==> config.mk <==
export PLATFORM = sky130hd
export DESIGN_NAME = bk_operand_recover
export DESIGN_NICKNAME = d
export VERILOG_FILES = /design/src/rtl/bk_operand_recover.sv
export SDC_FILE = /design/constraint.sdc
export NUM_CORES = 1
export LEC_CHECK = 0
export CAP_MARGIN = 10
export CORE_ASPECT_RATIO = 0.6
export CORE_MARGIN = 3
export CORE_UTILIZATION = 43
export CTS_CLUSTER_SIZE = 16
export DETAILED_ROUTE_END_ITERATION = 10
export DONT_BUFFER_PORTS = 1
export GPL_ROUTABILITY_DRIVEN = 0
export GPL_TIMING_DRIVEN = 0
export SETUP_SLACK_MARGIN = 0.4
export SYNTH_ARGS = -nofsm -noshare
export SYNTH_HDL_FRONTEND = slang
export SYNTH_SLANG_ARGS = --single-unit
export TNS_END_PERCENT = 20
==> constraint.sdc <==
create_clock -name clk -period 2.5 [get_ports clk]
set_clock_uncertainty 0.1 [all_clocks]
set_input_delay 0.5 -clock clk [delete_from_list [all_inputs] [get_ports clk]]
set_output_delay 0.5 -clock clk [all_outputs]
set_load 0.02 [all_outputs]
==> src/rtl/bk_operand_recover.sv <==
// Digit-serial operand recovery B = S - A for the Brent-Kung adder path.
// Optional abort input enabled by defining BK_OPERAND_RECOVER_ABORT_EN.
module bk_operand_recover #(
   parameter int WIDTH   = 12,
   parameter int DIGIT_W = 2
) (
   input  logic             clk,
   input  logic             rst_n,
`ifdef BK_OPERAND_RECOVER_ABORT_EN
   input  logic             abort_i,
`endif
   input  logic             in_valid,
   output logic             in_ready,
   input  logic [WIDTH:0]   sum_i,
   input  logic [WIDTH-1:0] opa_i,
   output logic             out_valid,
   input  logic             out_ready,
   output logic [WIDTH-1:0] opb_o,
   output logic             err_o
);

   localparam int N  = (WIDTH + DIGIT_W) / DIGIT_W;
   localparam int PW = N * DIGIT_W;
   localparam int CW = $clog2(N + 1);
   localparam logic [CW-1:0] LAST = CW'(N - 1);

   typedef enum logic [1:0] {
      IDLE,
      CALC,
      DONE
   } state_t;

   state_t          state;
   logic [PW-1:0]   s_sh;
   logic [PW-1:0]   a_sh;
   logic [PW-1:0]   res;
   logic            borrow;
   logic [CW-1:0]   cnt;
   logic            abort;
   logic [DIGIT_W:0] dif;
   logic [PW-1:0]   res_nx;

`ifdef BK_OPERAND_RECOVER_ABORT_EN
   assign abort = abort_i;
`else
   assign abort = 1'b0;
`endif

   // Top bit of dif is the borrow out of the current digit.
   always_comb begin
      dif = {1'b0, s_sh[DIGIT_W-1:0]}
          - {1'b0, a_sh[DIGIT_W-1:0]}
          - {{DIGIT_W{1'b0}}, borrow};
   end

   generate
      if (N > 1) begin : g_shift
         assign res_nx = {dif[DIGIT_W-1:0], res[PW-1:DIGIT_W]};
      end else begin : g_single
         assign res_nx = dif[DIGIT_W-1:0];
      end
   endgenerate

   always_ff @(posedge clk or negedge rst_n) begin
      if (!rst_n) begin
         state     <= IDLE;
         s_sh      <= '0;
         a_sh      <= '0;
         res       <= '0;
         borrow    <= 1'b0;
         cnt       <= '0;
         in_ready  <= 1'b1;
         out_valid <= 1'b0;
         opb_o     <= '0;
         err_o     <= 1'b0;
      end else begin
         unique case (state)
            IDLE: begin
               if (in_valid && in_ready) begin
                  s_sh     <= PW'(sum_i);
                  a_sh     <= PW'(opa_i);
                  res      <= '0;
                  borrow   <= 1'b0;
                  cnt      <= '0;
                  in_ready <= 1'b0;
                  state    <= CALC;
               end
            end
            CALC: begin
               if (abort) begin
                  state     <= IDLE;
                  res       <= '0;
                  borrow    <= 1'b0;
                  cnt       <= '0;
                  in_ready  <= 1'b1;
                  out_valid <= 1'b0;
                  opb_o     <= '0;
                  err_o     <= 1'b0;
               end else begin
                  s_sh   <= s_sh >> DIGIT_W;
                  a_sh   <= a_sh >> DIGIT_W;
                  res    <= res_nx;
                  borrow <= dif[DIGIT_W];
                  cnt    <= cnt + 1'b1;
                  if (cnt == LAST) begin
                     // Final borrow also catches borrows through the pad bits.
                     state     <= DONE;
                     out_valid <= 1'b1;
                     opb_o     <= res_nx[WIDTH-1:0];
                     err_o     <= dif[DIGIT_W] | res_nx[WIDTH];
                  end
               end
            end
            DONE: begin
               if (abort) begin
                  state     <= IDLE;
                  res       <= '0;
                  borrow    <= 1'b0;
                  cnt       <= '0;
                  in_ready  <= 1'b1;
                  out_valid <= 1'b0;
                  opb_o     <= '0;
                  err_o     <= 1'b0;
               end else if (out_ready) begin
                  state     <= IDLE;
                  in_ready  <= 1'b1;
                  out_valid <= 1'b0;
               end
            end
            default: begin
               state     <= IDLE;
               in_ready  <= 1'b1;
               out_valid <= 1'b0;
            end
         endcase
      end
   end

endmodule

==> results.sh <==
export IMPL_cp_end_kind="flop"
export IMPL_ir_worst_vdd_mv=0.578
export IMPL_wl_per_cell_um=16.9
export IMPL_outcome="completed"
export IMPL_drt_iter0_drc=98
export IMPL_antenna_found_initial=0
export IMPL_seqCellArea_mm2=0.00145
export IMPL_worstPathRequired_ps=2630
export IMPL_vias=1623
export IMPL_die_area_mm2=0.00691
export IMPL_pre_cts_slack_ps=260
export IMPL_final_util_pct=51.6
export IMPL_n_antenna_cell=0
export IMPL_synth_seq_cells=58
export IMPL_grt_pass1_vias=1597
export IMPL_synth_top_area_share_pct=56.0
export IMPL_hold_viol=0
export IMPL_clock_sinks=58
export IMPL_synth_top_cell_by_area="dfrtp_1"
export IMPL_io_pins=44
export IMPL_clk_latency_ps=330
export IMPL_final_common_cell="dfrtp_1"
export IMPL_multi_input_comb_area_um2=1000
export IMPL_max_slew_margin_pct=57.3
export IMPL_row_count=21
export IMPL_cts_resized=0
export IMPL_fmax_mhz=447
export IMPL_cts_root_buf="clkbuf_8"
export IMPL_io_buffers=0
export IMPL_fin_crit_sh_pct=89.4
export IMPL_place_area_mm2=0.00265
export IMPL_initial_core_util_pct=45.1
export IMPL_synth_edf_count=0
export IMPL_die_h_um=65.6
export IMPL_die_w_um=105
export IMPL_cts_tree="yes"
export IMPL_r2r_start="borrow$_DFFE_PN0P_"
export IMPL_final_period_minus_worst_setup_slack_ps=2240
export IMPL_critPathLaunchType="flop"
export IMPL_cts_max_path_buffers=2
export IMPL_switching_share_pct=36.4
export IMPL_fin_area_mm2=0.00292
export IMPL_combinationalPowerShare_pct=35.0
export IMPL_layout_common_cells="dfrtp_1, o21ai_0, mux2i_1"
export IMPL_hpwl_um=3510
export IMPL_yosysUniqueCellTypes=30
export IMPL_critPathKind="reg -> reg"
export IMPL_r2r_slack_ps=260
export IMPL_finalNonFillerCells=301
export IMPL_power_switching_mw=1.52
export IMPL_drive_gt1_share_pct=17.6
export IMPL_grt_first_pass_wirelength_um=8540
export IMPL_first_pass_iters=4
export IMPL_grt_use_total_pct=16.5
export IMPL_crit_path_start="borrow$_DFFE_PN0P_"
export IMPL_min_path_type="in -> reg"
export IMPL_avgSynthCellArea_um2=12.5
export IMPL_cts_setup_buffers=0
export IMPL_crit_end="res[13]$_DFFE_PN0P_"
export IMPL_synthCells=203
export IMPL_clockPowerShare_pct=23.5
export IMPL_worst_path_max_fanout=2
export IMPL_synth_async_reset_ratio_pct=100
export IMPL_synth_yosys_warnings=0
export IMPL_r2r_cells=7
export IMPL_internal_power_mw=2.65
export IMPL_rsz0062_at_grt="yes"
export IMPL_ys_top_cells_by_area="dfrtp_1, mux2i_1, o21ai_0"
export IMPL_fin_nets=251
export IMPL_n_fill_cell=493
export IMPL_yosysSeqAreaShare_pct=57.1
export IMPL_dp_cells=283
export IMPL_maxSlewViolCount=0
export IMPL_cts_clk_slew_worst_paths_ps=70
export IMPL_antenna_left=0
export IMPL_setup_slack_ps=264
export IMPL_synthToLayoutAreaGrowth_pct=14.5
export IMPL_pwr_density_cell_mw_per_mm2=1430
export IMPL_wirelength_um=5080
export IMPL_r2r_end="res[13]$_DFFE_PN0P_"
export IMPL_cts_buffers=9
export IMPL_fin_setup_tns_ps=0
export IMPL_p_leak_nw=1.34
export IMPL_avgViaCountPerCell=5.39
export IMPL_grt_max_degree=59
export IMPL_pwr_share_seq_pct=41.5
export IMPL_worstMarginPinSlew_ps=639
export IMPL_setup_viol=0
export IMPL_synth_area_mm2=0.00255
export IMPL_drc_errors=0
export IMPL_syn_num_nets=238
export IMPL_maxCapViolCount=0
export IMPL_grt_ovfl_total=0
export IMPL_coreArea_mm2=0.00565
export IMPL_arrival_ps=2360
export IMPL_htree_levels=3
export IMPL_synthFlopType="dfrtp_1"
-- power by group through the flow --
stage	logic, mW	clock network, mW	registers [mW]
after global placement	1.43	0	1.74
after detailed placement	1.45	0	1.75
after global routing	1.67	1.04	1.79
after floorplan	1.17	0	1.66
final	1.46	0.979	1.73
after CTS	1.48	1.00	1.74
-- critical path, stage by stage, from the launching register on --
cell	delay [ps]
dfrtp_1	320
inv_1	60
fa_1	580
inv_1	50
ha_1	170
or2_4	220
fa_1	440
a22o_1	180
-- Yosys cell counts, types with 2 or more instances --
| master | instances |
|---|---|
| nand2b_1 | 2 |
| inv_1 | 5 |
| nor2_1 | 3 |
| mux2_4 | 9 |
| o2bb2ai_1 | 2 |
| buf_4 | 4 |
| ha_1 | 4 |
| buf_2 | 2 |
| a21oi_1 | 4 |
| dfrtp_1 | 57 |
| a22o_1 | 15 |
| mux2_2 | 4 |
| fa_1 | 2 |
| a31oi_1 | 2 |
| o21ai_0 | 41 |
| clkbuf_1 | 7 |
| o21ai_1 | 4 |
| nand2_1 | 4 |
| mux2i_1 | 21 |
-- logic make-up (layout without fill, tap and decap cells) --
kind of cell / after synthesis / after routing / share of synthesized area, %
AOI/OAI and AO/OA: 70 / 70 / 16.5
DFF: 58 / 58 / 57.1
muxes: 34 / 34 / 15.3
buffers and inverters: 19 / 37 / 3.78
and+or+nand+nor: 15 / 15 / 3.44
adders and majority gates: 6 / 6 / 3.54
xor gates and xnor gates: 1 / 1 / 0.344
-- flip-flops by register name, indices dropped and copies added, names as in the netlist --
register	flops
a_sh	12
borrow	1
cnt	3
err_o	1
in_ready	1
opb_o	12
out_valid	1
res	12
s_sh	13
state	2
-- layout make-up --
cell class | instances | share of cell area (%)
Tap cell | 80 | 3.43
Timing Repair Buffer | 2 | 1.29
Clock inverter | 4 | 2.57
Buffer | 14 | 2.66
Sequential cell | 58 | 49.8
Clock buffer | 12 | 5.32
Multi-Input combinational cell | 126 | 34.3
Inverter | 5 | 0.644
-- per-stage QoR --
stage	total power [mW]	hold slack [ps]
6_report	4.17	206
3_3_place_gp	3.17	106
5_1_grt	4.50	186
2_1_floorplan	2.83	104
3_5_place_dp	3.20	106
4_1_cts	4.22	184
-- what timing repair did --
item / CTS / global route
pin swaps: 1 / 0
hold endpoints to repair: 58 / 0
setup endpoints to repair: 3 / 3
hold buffers: 2 / 0
-- layer usage --
| metal | up-vias | part of all wire, % | global-route usage (%) |
|---|---|---|---|
| li1 | 760 | - | - |
| met1 | 812 | 53 | 24.1 |
| met2 | 45 | 38 | 20.5 |
| met3 | 6 | 6.9 | 7.65 |
| met4 | 0 | 1.5 | 6.38 |
| met5 | - | 0 | 0 |
-- how the worst min path moves through the flow --
stage | startpoint | endpoint | slack, ps | cells after the start
finish | out_ready | in_ready$_DFFE_PN1P_ | 210 | 2
global route | sum_i[12] | s_sh[12]$_DFFE_PN0P_ | 190 | 1
CTS | out_ready | in_ready$_DFFE_PN1P_ | 180 | 2
detailed placement | rst_n | opb_o[5]$_DFFE_PN0P_ | 110 | 0
global placement | rst_n | opb_o[5]$_DFFE_PN0P_ | 110 | 0
floorplan | rst_n | a_sh[0]$_DFFE_PN0P_ | 100 | 0
No activity file was read; power rests on OpenSTA's default activity.
